File: config.mk
export PLATFORM = sky130hd
export DESIGN_NAME = gray_seq_monitor
export DESIGN_NICKNAME = d
export VERILOG_FILES = /design/src/rtl/gray_pkg.sv /design/src/rtl/gray_to_bin.sv /design/src/rtl/gray_seq_monitor.sv
export SDC_FILE = /design/constraint.sdc
export NUM_CORES = 1
export LEC_CHECK = 0
export BUFFER_PORTS_ARGS = -buffer_cell sky130_fd_sc_hd__buf_2
export CAP_MARGIN = 20
export CORE_AREA = 4 4 55 57
export CTS_BUF_LIST = sky130_fd_sc_hd__clkbuf_4
export DETAILED_ROUTE_END_ITERATION = 10
export DIE_AREA = 0 0 59 61
export PLACE_DENSITY_LB_ADDON = 0.08
export SYNTH_ARGS = -nofsm -noshare
export SYNTH_HDL_FRONTEND = slang
export SYNTH_HIERARCHICAL = 1
export SYNTH_SLANG_ARGS = --single-unit
File: constraint.sdc
create_clock -name clk -period 3.9 [get_ports clk]
set_clock_uncertainty 0.1 [all_clocks]
set_input_delay 0.78 -clock clk [delete_from_list [all_inputs] [get_ports clk]]
set_output_delay 0.78 -clock clk [all_outputs]
set_load 0.02 [all_outputs]
File: src/rtl/gray_pkg.sv
// Shared types and helpers for the Gray-sequence monitor.
// Contents:
//   state_t  - monitor FSM state (ACQUIRE / LOCKED / FAULT)
//   GRAY_W   - native width of the upstream Gray counter
//   GRAY_MAX - Gray code of the counter's maximum count (binary 2^GRAY_W-1)
//   g2b()    - Gray-to-binary conversion at GRAY_W bits
package gray_pkg;

  typedef enum logic [1:0] {
    ACQUIRE = 2'd0,
    LOCKED  = 2'd1,
    FAULT   = 2'd2
  } state_t;

  localparam int unsigned GRAY_W = 4;
  localparam logic [GRAY_W-1:0] GRAY_MAX = 4'b1000;

  function automatic logic [GRAY_W-1:0] g2b(input logic [GRAY_W-1:0] g);
    logic [GRAY_W-1:0] b;
    b[GRAY_W-1] = g[GRAY_W-1];
    for (int unsigned i = 0; i < GRAY_W - 1; i++) begin
      b[GRAY_W-2-i] = b[GRAY_W-1-i] ^ g[GRAY_W-2-i];
    end
    return b;
  endfunction

endpackage

File: src/rtl/gray_to_bin.sv
// Combinational Gray-to-binary converter.
// Ports:
//   g_i [WIDTH-1:0]  Gray code in
//   b_o [WIDTH-1:0]  binary equivalent (b[W-1]=g[W-1]; b[i]=b[i+1]^g[i])
module gray_to_bin #(
  parameter int unsigned WIDTH = 4
) (
  input  logic [WIDTH-1:0] g_i,
  output logic [WIDTH-1:0] b_o
);

  always_comb begin
    b_o = '0;
    b_o[WIDTH-1] = g_i[WIDTH-1];
    for (int unsigned i = 0; i < WIDTH - 1; i++) begin
      b_o[WIDTH-2-i] = b_o[WIDTH-1-i] ^ g_i[WIDTH-2-i];
    end
  end

endmodule

File: src/rtl/gray_seq_monitor.sv
// Gray sequence monitor: samples an upstream Gray counter on posedge,
// registers its binary value and checks that every change is a single
// forward Gray step. Tracks lock, wrap and fault status.
// Ports:
//   clk        system clock, all flops on posedge
//   preset     asynchronous active-low reset
//   gray_in    Gray code from upstream counter
//   valid_in   gray_in meaningful this cycle
//   bin_out    registered binary of last sample
//   bin_valid  bin_out holds at least one sample
//   locked     FSM is in LOCKED
//   step_err   1-cycle pulse on an illegal step while LOCKED
//   wrap       1-cycle pulse on a legal max->0 step while LOCKED
//   err_count  saturating count of step_err pulses
module gray_seq_monitor
  import gray_pkg::*;
#(
  parameter int unsigned WIDTH    = 4,
  parameter int unsigned ERR_W    = 8,
  parameter int unsigned LOCK_CNT = 2
) (
  input  logic             clk,
  input  logic             preset,
  input  logic [WIDTH-1:0] gray_in,
  input  logic             valid_in,
  output logic [WIDTH-1:0] bin_out,
  output logic             bin_valid,
  output logic             locked,
  output logic             step_err,
  output logic             wrap,
  output logic [ERR_W-1:0] err_count
);

  localparam logic [WIDTH-1:0] ONE     = WIDTH'(1);
  localparam logic [ERR_W-1:0] ERR_ONE = ERR_W'(1);
  localparam logic [WIDTH:0]   LOCK_C  = (WIDTH+1)'(LOCK_CNT);

  state_t           state_q, state_d;
  logic [WIDTH-1:0] prev_q, prev_d;
  logic             have_prev_q, have_prev_d;
  logic [WIDTH-1:0] bin_q, bin_d;
  logic             bin_valid_q, bin_valid_d;
  logic [WIDTH-1:0] good_cnt_q, good_cnt_d;
  logic             step_err_q, step_err_d;
  logic             wrap_q, wrap_d;
  logic [ERR_W-1:0] err_q, err_d;

  logic [WIDTH-1:0] bin_new, bin_prev, diff;
  logic [WIDTH:0]   good_inc;
  logic             is_hold, is_good;

  gray_to_bin #(.WIDTH(WIDTH)) u_g2b_in   (.g_i(gray_in), .b_o(bin_new));
  gray_to_bin #(.WIDTH(WIDTH)) u_g2b_prev (.g_i(prev_q),  .b_o(bin_prev));

  // Exactly-one-bit-set test on the full-width difference stands in for popcount==1.
  always_comb begin
    diff     = gray_in ^ prev_q;
    is_hold  = (diff == '0);
    is_good  = !is_hold && ((diff & (diff - ONE)) == '0) &&
               (bin_new == bin_prev + ONE);
    good_inc = {1'b0, good_cnt_q} + {{WIDTH{1'b0}}, 1'b1};
  end

  always_comb begin
    state_d     = state_q;
    prev_d      = prev_q;
    have_prev_d = have_prev_q;
    bin_d       = bin_q;
    bin_valid_d = bin_valid_q;
    good_cnt_d  = good_cnt_q;
    step_err_d  = 1'b0;
    wrap_d      = 1'b0;
    err_d       = err_q;

    if (valid_in) begin
      prev_d      = gray_in;
      bin_d       = bin_new;
      bin_valid_d = 1'b1;
      have_prev_d = 1'b1;

      if (have_prev_q && !is_hold) begin
        unique case (state_q)
          ACQUIRE: begin
            if (is_good) begin
              if (good_inc >= LOCK_C) begin
                state_d    = LOCKED;
                good_cnt_d = '0;
              end else begin
                good_cnt_d = good_cnt_q + ONE;
              end
            end else begin
              good_cnt_d = '0;
            end
          end
          LOCKED: begin
            if (is_good) begin
              wrap_d = (bin_prev == '1);
            end else begin
              state_d    = FAULT;
              step_err_d = 1'b1;
              if (err_q != '1) err_d = err_q + ERR_ONE;
            end
          end
          FAULT: begin
            state_d    = ACQUIRE;
            good_cnt_d = is_good ? ONE : '0;
          end
          default: begin
            state_d    = ACQUIRE;
            good_cnt_d = '0;
          end
        endcase
      end
    end
  end

  always_ff @(posedge clk or negedge preset) begin
    if (!preset) begin
      state_q     <= ACQUIRE;
      prev_q      <= '0;
      have_prev_q <= 1'b0;
      bin_q       <= '0;
      bin_valid_q <= 1'b0;
      good_cnt_q  <= '0;
      step_err_q  <= 1'b0;
      wrap_q      <= 1'b0;
      err_q       <= '0;
    end else begin
      state_q     <= state_d;
      prev_q      <= prev_d;
      have_prev_q <= have_prev_d;
      bin_q       <= bin_d;
      bin_valid_q <= bin_valid_d;
      good_cnt_q  <= good_cnt_d;
      step_err_q  <= step_err_d;
      wrap_q      <= wrap_d;
      err_q       <= err_d;
    end
  end

  assign bin_out   = bin_q;
  assign bin_valid = bin_valid_q;
  assign locked    = (state_q == LOCKED);
  assign step_err  = step_err_q;
  assign wrap      = wrap_q;
  assign err_count = err_q;

endmodule

==> run_results.csv, run 1 <==
group,metric,value,unit
die,fp.coreArea,0.00248,mm²
clock_tree,clock_latency,0.33,ns
yosys,ys_seq_area_share,44.7,%
yosys,async_flop_share,100,%
sta,relSlewSlack,63.7,%
power_and_ir_drop,p_leak,0.000738,µW
yosys,ys_ff_latch,25,
detailed_routing,drc,0,
detailed_routing,first_iter_violations,34,
final_layout,final_common_cell,"dfrtp_1",
sta,rsz0062_at_grt,"false",
yosys,synth-xor-area-share,18.7,%
die,start_util,56.5,%
setup_path,slowest_delay,0.60,ns
setup_path,crit_slowest_cell,"or4_4",
placed_design,dpl.cell_count,169,
yosys,synth_compound_area_share,5.00,%
die,row_count,18,
final_layout,nets,155,
yosys,synth.area.mux_share,8.31,%
setup_path,path_max_fanout,8,
clock_tree,clk_pin_slew,0.14,ns
min_path,hold_class,"in -> async",
global_routing,grt_usage,16.2,%
detailed_routing,viasPerCell,5.38,
yosys,synth_area,0.00140,mm²
yosys,synth-simple-area-share,18.1,%
sta,worst_pin_slew,0.544,ns
clock_tree,cts-root-buf,"clkbuf_4",
sta,timing.fmax,334,MHz
setup_path,required,4.03,ns
setup_path,cp-start-kind,"flip-flop",
setup_path,critPathArrivalTime,3.13,ns
die,ios,23,
yosys,ys_top_cells_by_area,"dfrtp_1 (45%), xnor2_1 (8.1%), mux2_2 (6.4%)",
setup_path,path_delay_family,"simple AND/OR/NAND/NOR gates",
final_layout,fin_util,62.9,%
final_layout,stdcell_area,0.00156,mm²
run_status,run_status,"completed",
clock_tree,tritoncts,"done",
yosys,syn-instance-count,120,
global_routing,grt.overflow.total,0,
clock_tree,cts_resized,0,
final_layout,layout-drive-gt1-share,32.2,%
detailed_routing,routed_wirelength,2550,µm
yosys,synth_top_area_share,44.7,%
yosys,synth_largest_area_cell,"dfrtp_1",
sta,finalCritPeriodShare,76.7,%
final_layout,antenna_cells,0,
clock_tree,htreeDepth,1,
placed_design,io_buffers,22,
yosys,synth_fa_ha_area_share,3.57,%
clock_tree,post_cts_buffers,0,
setup_path,path_cells,"xor2_2, xor2_1, ha_1, xnor2_1, o211ai_1, or4_4, nor2_8, nor3_2, mux2_4",
detailed_routing,routedWlPerCell,14.7,µm
global_routing,grt_first_pass_wirelength,4390,µm
power_and_ir_drop,ir_worst_vdd,284,µV
final_layout,area_growth,11.3,%
yosys,synthFlopType,"dfrtp_1",
clock_tree,clockBufferDepth,2,
yosys,yosysWarnings,6,
detailed_routing,firstDrtPassIters,4,
clock_tree,clock-sinks,25,
placed_design,dp_hpwl,1990,µm
sta,holdWs,0.310,ns
flow_run,drv_cap,0,
detailed_routing,vias,930,
sta,hold_violations,0,
sta,drv_slew,0,
die,design.die.area,0.00360,mm²
yosys,mappedNetlistNets,131,
power_and_ir_drop,power_density,367,mW/mm²
sta,setup_violations,0,
yosys,synth_edf_count,0,
clock_tree,ctsHoldBuffers,0,
placed_design,placed_area,0.00153,mm²
die,fp.dieW,59,µm
yosys,synth_top_family_by_area,"XOR/XNOR gates",
final_layout,final_cell_mix,"dfrtp_1 (25), buf_2 (22), xnor2_1 (13)",
yosys,syn_avg_cell_area,11.7,µm²
yosys,yosysUniqueCellTypes,35,
detailed_routing,antenna_left,0,
clock_tree,numCtsBuffers,3,
setup_path,path_class,"reg -> reg",
die,die_height,61,µm
global_routing,antenna_found_initial,0,
setup_path,endpoint_kind,"flip-flop",
sta,min_period,2.99,ns
placed_design,gp_congestion,0.868,
setup_path,crit_buf_inv,0,
global_routing,grt_max_degree,26,
global_routing,grt_pass1_vias,988,
sta,tns,0,ns
final_layout,fin_cells,173,
sequential cells by signal, summed over array words and instances (netlist names):
name        cells
bin_out         4
bin_valid       1
err_count       8
good_cnt_q      4
prev_q          4
state_q         2
step_err        1
wrap            1
path summary, 6_finish.rpt:
check	from	to	slack (ns)	cells past startpoint
setup / recovery	prev_q[3]	err_count[1]	0.91	9
hold / removal	preset	good_cnt_q[0]	0.31	1
setup reg to reg	prev_q[3]	err_count[1]	0.91	9
hold reg to reg	good_cnt_q[3]	good_cnt_q[3]	0.42	1
max in group asynchronous	preset	bin_out[2]	3.02	1
min in group clk	good_cnt_q[3]	good_cnt_q[3]	0.42	1
layout make-up:
cell class                 instances  area, µm²
multi-input combinational         91        752
timing repair buffer              22        110
tap                               30       37.5
clock inverter                     1       7.51
fill                             207        918
inverter                           1       3.75
clock buffer                       3       22.5
sequential                        25        626
synthesized netlist by cell type, types with 2 or more instances:
| library cell | instances |
|---|---|
| dfrtp_1 | 25 |
| xnor2_1 | 13 |
| xor2_1 | 10 |
| mux2_2 | 8 |
| nand2_1 | 6 |
| nor2_1 | 6 |
| nand3_1 | 5 |
| and2_1 | 4 |
| ha_1 | 4 |
| nor3_1 | 4 |
| nand4_1 | 3 |
| or2_2 | 3 |
| a21oi_1 | 2 |
| a22o_1 | 2 |
| buf_4 | 2 |
| nor4_1 | 2 |
| o211ai_1 | 2 |
| xor2_2 | 2 |
report_power, final:
group	total, µW	leakage (µW)	internal, µW	switching (µW)
sequential	285	0.000326	272	13.0
combinational	169	0.000398	74.7	93.9
clock	119	0.0000139	39.3	79.6
layer usage:
metal	GRT usage (%)	part of all wire (%)	vias to the layer above	wire length (µm)
met5	0	0	-	0
met1	22.0	47	443	1200
met3	2.13	3.9	4	99
met2	26.0	47	18	1200
met4	6.80	1.8	0	46
li1	-	-	465	-
cells by family (layout without fill, tap and decap cells):
group / after synthesis / after routing
xor+xnor: 26 / 26
compound gates: 9 / 9
simple gates: 42 / 42
flops: 25 / 25
buf+inv: 4 / 27
fa+ha+maj: 4 / 4
mux: 10 / 10
worst reg2reg max path, stage by stage (launching register included):
cell      delay [ns]
dfrtp_1         0.50
xor2_2          0.31
xor2_1          0.26
ha_1            0.29
xnor2_1         0.19
o211ai_1        0.12
or4_4           0.60
nor2_8          0.16
nor3_2          0.08
mux2_4          0.31
per-stage QoR:
stage / setup slack (ns) / total power (µW)
final: 0.907 / 573
after global placement: 0.861 / 451
after CTS: 0.899 / 581
after global routing: 0.783 / 607
after detailed placement: 0.785 / 460
after floorplan: 1.12 / 420
Note: power is estimated with default switching activity, not from simulation.
==> run 2, diff against run 1 <==
- clock period: 3.9 -> 2.9 ns (I/O delays scaled with it)
==> run 2 against run 1 <==
Routed wire length is 1.5% higher. Power increased by 36%. Sequential share of layout area fell by 1.0 points. Worst setup slack got worse by 0.82 ns. Sequential power rose by 35%. Via count is 1.6% higher. First-iteration DRC count down 26%. Critical path type unchanged. Largest cell class unchanged.
==> run_results.csv, run 2 (synthesis gave the netlist of run 1 again) <==
group,metric,value,unit
clock_tree,tritoncts,"done",
run_status,run_status,"completed",
die,fp.dieW,59,µm
detailed_routing,vias,945,
power_and_ir_drop,ir_worst_vdd,353,µV
placed_design,gp_congestion,0.863,
global_routing,grt_usage,16.3,%
flow_run,drv_cap,0,
detailed_routing,viasPerCell,5.40,
clock_tree,clock-sinks,25,
setup_path,crit_slowest_cell,"or4_4",
sta,setup_violations,0,
clock_tree,clock_latency,0.31,ns
global_routing,antenna_found_initial,0,
clock_tree,post_cts_buffers,0,
detailed_routing,routedWlPerCell,14.8,µm
placed_design,placed_area,0.00154,mm²
detailed_routing,drc,0,
global_routing,grt_first_pass_wirelength,4330,µm
die,ios,23,
sta,min_period,2.81,ns
global_routing,grt_max_degree,26,
clock_tree,clk_pin_slew,0.13,ns
final_layout,fin_cells,175,
global_routing,grt.overflow.total,0,
sta,hold_violations,0,
sta,drv_slew,0,
power_and_ir_drop,p_clk_share,19.4,%
die,design.die.area,0.00360,mm²
setup_path,required,3.01,ns
final_layout,largest_register_ffs,8,
sta,holdWs,0.133,ns
sta,finalCritPeriodShare,97.0,%
power_and_ir_drop,p_seq_share,49.7,%
detailed_routing,first_iter_violations,25,
placed_design,dp_hpwl,2040,µm
detailed_routing,firstDrtPassIters,4,
placed_design,dpl.cell_count,171,
setup_path,crit_buf_inv,0,
setup_path,path_cells,"xor2_4, xnor2_2, ha_1, xnor2_1, o211ai_1, or4_4, nor2_8, nor4_2, mux2_1",
setup_path,path_delay_family,"simple AND/OR/NAND/NOR gates",
setup_path,critPathArrivalTime,2.92,ns
die,start_util,56.5,%
sta,timing.fmax,356,MHz
power_and_ir_drop,power_density,483,mW/mm²
clock_tree,clockBufferDepth,2,
final_layout,area_growth,14.9,%
setup_path,path_class,"reg -> reg",
setup_path,endpoint_kind,"flip-flop",
final_layout,antenna_cells,0,
final_layout,nets,157,
die,die_height,61,µm
final_layout,final_cell_mix,"dfrtp_1 (22), buf_2 (22), xnor2_1 (11)",
power_and_ir_drop,internal-power,532,µW
die,row_count,18,
power_and_ir_drop,switchingPower,246,µW
global_routing,grt_pass1_vias,956,
sta,worst_pin_slew,0.545,ns
sta,rsz0062_at_grt,"false",
final_layout,multi_input_area,786,µm²
final_layout,layout-drive-gt1-share,37.2,%
die,fp.coreArea,0.00248,mm²
final_layout,seqCellArea,629,µm²
clock_tree,numCtsBuffers,3,
setup_path,r2r-start,"prev_q[3]",
sta,relSlewSlack,63.7,%
min_path,hold_class,"in -> async",
power_and_ir_drop,swShare,31.6,%
power_and_ir_drop,p_leak,0.000763,µW
placed_design,io_buffers,22,
setup_path,cp-start-kind,"flip-flop",
setup_path,critPathLaunch,"prev_q[3]",
setup_path,path_max_fanout,8,
final_layout,nFillCells,208,
detailed_routing,routed_wirelength,2590,µm
final_layout,fin_util,64.9,%
clock_tree,cts-root-buf,"clkbuf_4",
final_layout,stdcell_area,0.00161,mm²
power_and_ir_drop,p_comb_share,30.9,%
detailed_routing,antenna_left,0,
setup_path,slowest_delay,0.59,ns
clock_tree,htreeDepth,1,
==> run 2: changes by cell type in the layout (fill, tap and decap cells not counted) <==
cell        delta
buf_4          +2
xor2_4         +1
dfrtp_2        +3
clkinvlp_4     -1
xnor2_2        +2
xnor2_1        -2
clkinv_2       +1
xor2_1         -1
dfrtp_1        -3
==> run 2: path summary, 6_finish.rpt <==
check,to,slack (ns),depth (start not counted)
min in group clk,good_cnt_q[3],0.41,1
min reg2reg,good_cnt_q[3],0.41,1
min,prev_q[0],0.13,1
max,err_count[6],0.09,9
max reg2reg,err_count[6],0.09,9
max in group asynchronous,prev_q[2],2.17,1
==> run 2: what timing repair did <==
item / in CTS / in global routing
hold endpoints to repair: 0 / 0
setup endpoints to repair: 2 / 3
pin swaps: 0 / 2
gates resized for setup: 1 / 6
hold buffers: 0 / 0
==> run 2: per-stage QoR <==
step                      TNS, ns  total power (µW)  setup WS (ns)
after global routing            0               826        0.00640
after global placement          0               613         0.0553
after detailed placement  -0.0445               622        -0.0298
final                           0               778         0.0881
after floorplan                 0               565          0.152
after CTS                       0               780        0.00758
==> run 2: per-layer routing <==
| layer | routed length [µm] | up-vias | GRT usage [%] | share of wire [%] |
|---|---|---|---|---|
| met4 | 35 | 0 | 6.80 | 1.4 |
| li1 | - | 469 | - | - |
| met3 | 99 | 4 | 2.98 | 3.8 |
| met1 | 1230 | 458 | 21.6 | 47 |
| met5 | 0 | - | 0 | 0 |
| met2 | 1220 | 14 | 26.3 | 47 |
==> run 2: power by group through the flow <==
stage	clock [µW]	sequential (µW)	combinational, µW
3_5_place_dp	0	389	233
4_1_cts	159	382	238
3_3_place_gp	0	387	226
5_1_grt	173	390	263
2_1_floorplan	0	401	163
6_report	151	386	241
==> run 2: layout make-up <==
cell class	instances	area share, %
Clock buffer	3	1.40
Clock inverter	1	0.311
Inverter	1	0.233
Multi-Input combinational cell	91	48.8
Sequential cell	25	39.1
Tap cell	30	2.33
Timing Repair Buffer	24	7.78
==> run 3, diff against run 2 <==
- REMOVE_ABC_BUFFERS: not set -> 1
- SLEW_MARGIN: not set -> 15
==> run 3 against run 2 <==
Design area grew 1.4%. Via count rose by 2.6%. Worst setup slack gained 0.059 ns. Clock power is 7% higher. Cell count grew 1.7%. Critical path type unchanged. Critical endpoint unchanged.
==> run_results.csv, run 3 (synthesis gave the netlist of run 1 again) <==
group,metric,value,unit
run_status,run_status,"completed",
final_layout,antenna_cells,0,
final_layout,final_cell_mix,"dfrtp_1 (24), buf_2 (22), xnor2_1 (11)",
setup_path,critPathArrivalTime,2.86,ns
clock_tree,tritoncts,"done",
detailed_routing,vias,970,
global_routing,grt_first_pass_wirelength,4330,µm
final_layout,layout-drive-gt1-share,37.2,%
min_path,hold_class,"in -> async",
setup_path,endpoint_kind,"flip-flop",
sta,min_period,2.75,ns
die,fp.coreArea,0.00248,mm²
die,row_count,18,
detailed_routing,viasPerCell,5.45,
placed_design,dp_hpwl,1820,µm
final_layout,nFillCells,214,
final_layout,final_common_cell,"dfrtp_1",
sta,relSlewSlack,63.3,%
global_routing,antenna_found_initial,0,
clock_tree,clockBufferDepth,2,
sta,rsz0062_at_grt,"false",
die,start_util,56.5,%
placed_design,dpl.cell_count,171,
final_layout,area_growth,16.5,%
die,ios,23,
final_layout,largest_register_ffs,8,
clock_tree,cts-root-buf,"clkbuf_4",
die,die_height,61,µm
setup_path,path_class,"reg -> reg",
sta,drv_slew,0,
clock_tree,htreeDepth,1,
final_layout,nets,160,
clock_tree,clk_pin_slew,0.13,ns
power_and_ir_drop,p_leak,0.000781,µW
flow_run,drv_cap,0,
global_routing,grt_pass1_vias,974,
setup_path,cp-start-kind,"flip-flop",
clock_tree,numCtsBuffers,3,
clock_tree,clock-sinks,25,
setup_path,path_max_fanout,4,
final_layout,fin_cells,178,
detailed_routing,firstDrtPassIters,4,
power_and_ir_drop,ir_worst_vdd,445,µV
die,design.die.area,0.00360,mm²
setup_path,rrSetupSlack,0.15,ns
setup_path,r2r-start,"prev_q[2]",
final_layout,seqCellArea,627,µm²
sta,hold_violations,0,
global_routing,grt_max_degree,26,
sta,setup_violations,0,
die,fp.dieW,59,µm
detailed_routing,routed_wirelength,2600,µm
sta,finalCritPeriodShare,94.9,%
power_and_ir_drop,finalPower,809,µW
setup_path,reg2reg_to,"err_count[6]",
detailed_routing,first_iter_violations,25,
placed_design,io_buffers,22,
final_layout,multi_input_area,786,µm²
global_routing,grt.overflow.total,0,
detailed_routing,antenna_left,0,
clock_tree,clock_latency,0.31,ns
detailed_routing,routedWlPerCell,14.6,µm
final_layout,fin_util,65.9,%
placed_design,gp_congestion,0.842,
sta,timing.fmax,363,MHz
detailed_routing,drc,0,
setup_path,required,3.00,ns
power_and_ir_drop,power_density,496,mW/mm²
setup_path,r2r_cells,9,
global_routing,grt_usage,15.8,%
sta,worst_pin_slew,0.550,ns
==> run 3: per-stage QoR <==
step	hold WS (ns)	setup TNS [ns]	cell area (µm²)	setup slack, ns
after floorplan	0.184	0	1380	0.145
after global placement	0.377	0	1540	0.0551
after detailed placement	0.376	-0.0342	1540	-0.0267
after CTS	0.140	0	1580	0.0100
after global routing	0.170	0	1630	0.0662
final	0.136	0	1630	0.147
==> run 3: where the power goes <==
group          switching [µW]  total (µW)  internal [µW]
logic                     138         262            125
registers                18.8         385            367
clock network            97.8         161           63.0
total                     254         809            554
==> run 3: layout make-up <==
type / count / share of cell area [%]
clock buffers: 4 / 1.84
flip-flops and latches: 25 / 38.4
repair buffers: 27 / 9.05
multi-input cells: 91 / 48.2
inverters: 1 / 0.230
well taps: 30 / 2.30
==> run 3: worst max path at each step <==
stage	start	endpoint	slack [ns]	cells after the start
6_report	prev_q[2]	err_count[6]	0.15	9
5_1_grt	prev_q[2]	err_count[6]	0.07	9
4_1_cts	prev_q[3]	err_count[6]	0.01	9
3_5_place_dp	prev_q[2]	err_count[6]	-0.03	9
3_3_place_gp	gray_in[3]	err_count[6]	0.06	9
2_1_floorplan	prev_q[3]	err_count[1]	0.14	9
==> run 3: per-layer routing <==
layer	global-route usage (%)	routed length, µm	vias to the layer above
li1	-	-	474
met2	25.1	1240	20
met1	22.0	1210	472
met3	2.55	111	4
met4	5.83	35	0
met5	0	0	-
==> run 3: worst max-delay path, cell delays in order, from the launching register on <==
cell and delay (ns):
dfrtp_2 0.48, xor2_4 0.22, xor2_2 0.20, ha_1 0.33, xnor2_1 0.19, o211ai_1 0.11, or4_4 0.47, nor2_8 0.16
nor4_2 0.06, mux2_1 0.33
==> run 3: what timing repair did <==
| action | 4_1_cts | 5_1_grt |
|---|---|---|
| hold endpoints to repair | 0 | 0 |
| setup buffers | 0 | 3 |
| gates resized for setup | 1 | 4 |
| gates cloned | 0 | 0 |
| setup endpoints to repair | 2 | 2 |
| pin swaps | 1 | 5 |
| hold buffers | 0 | 0 |
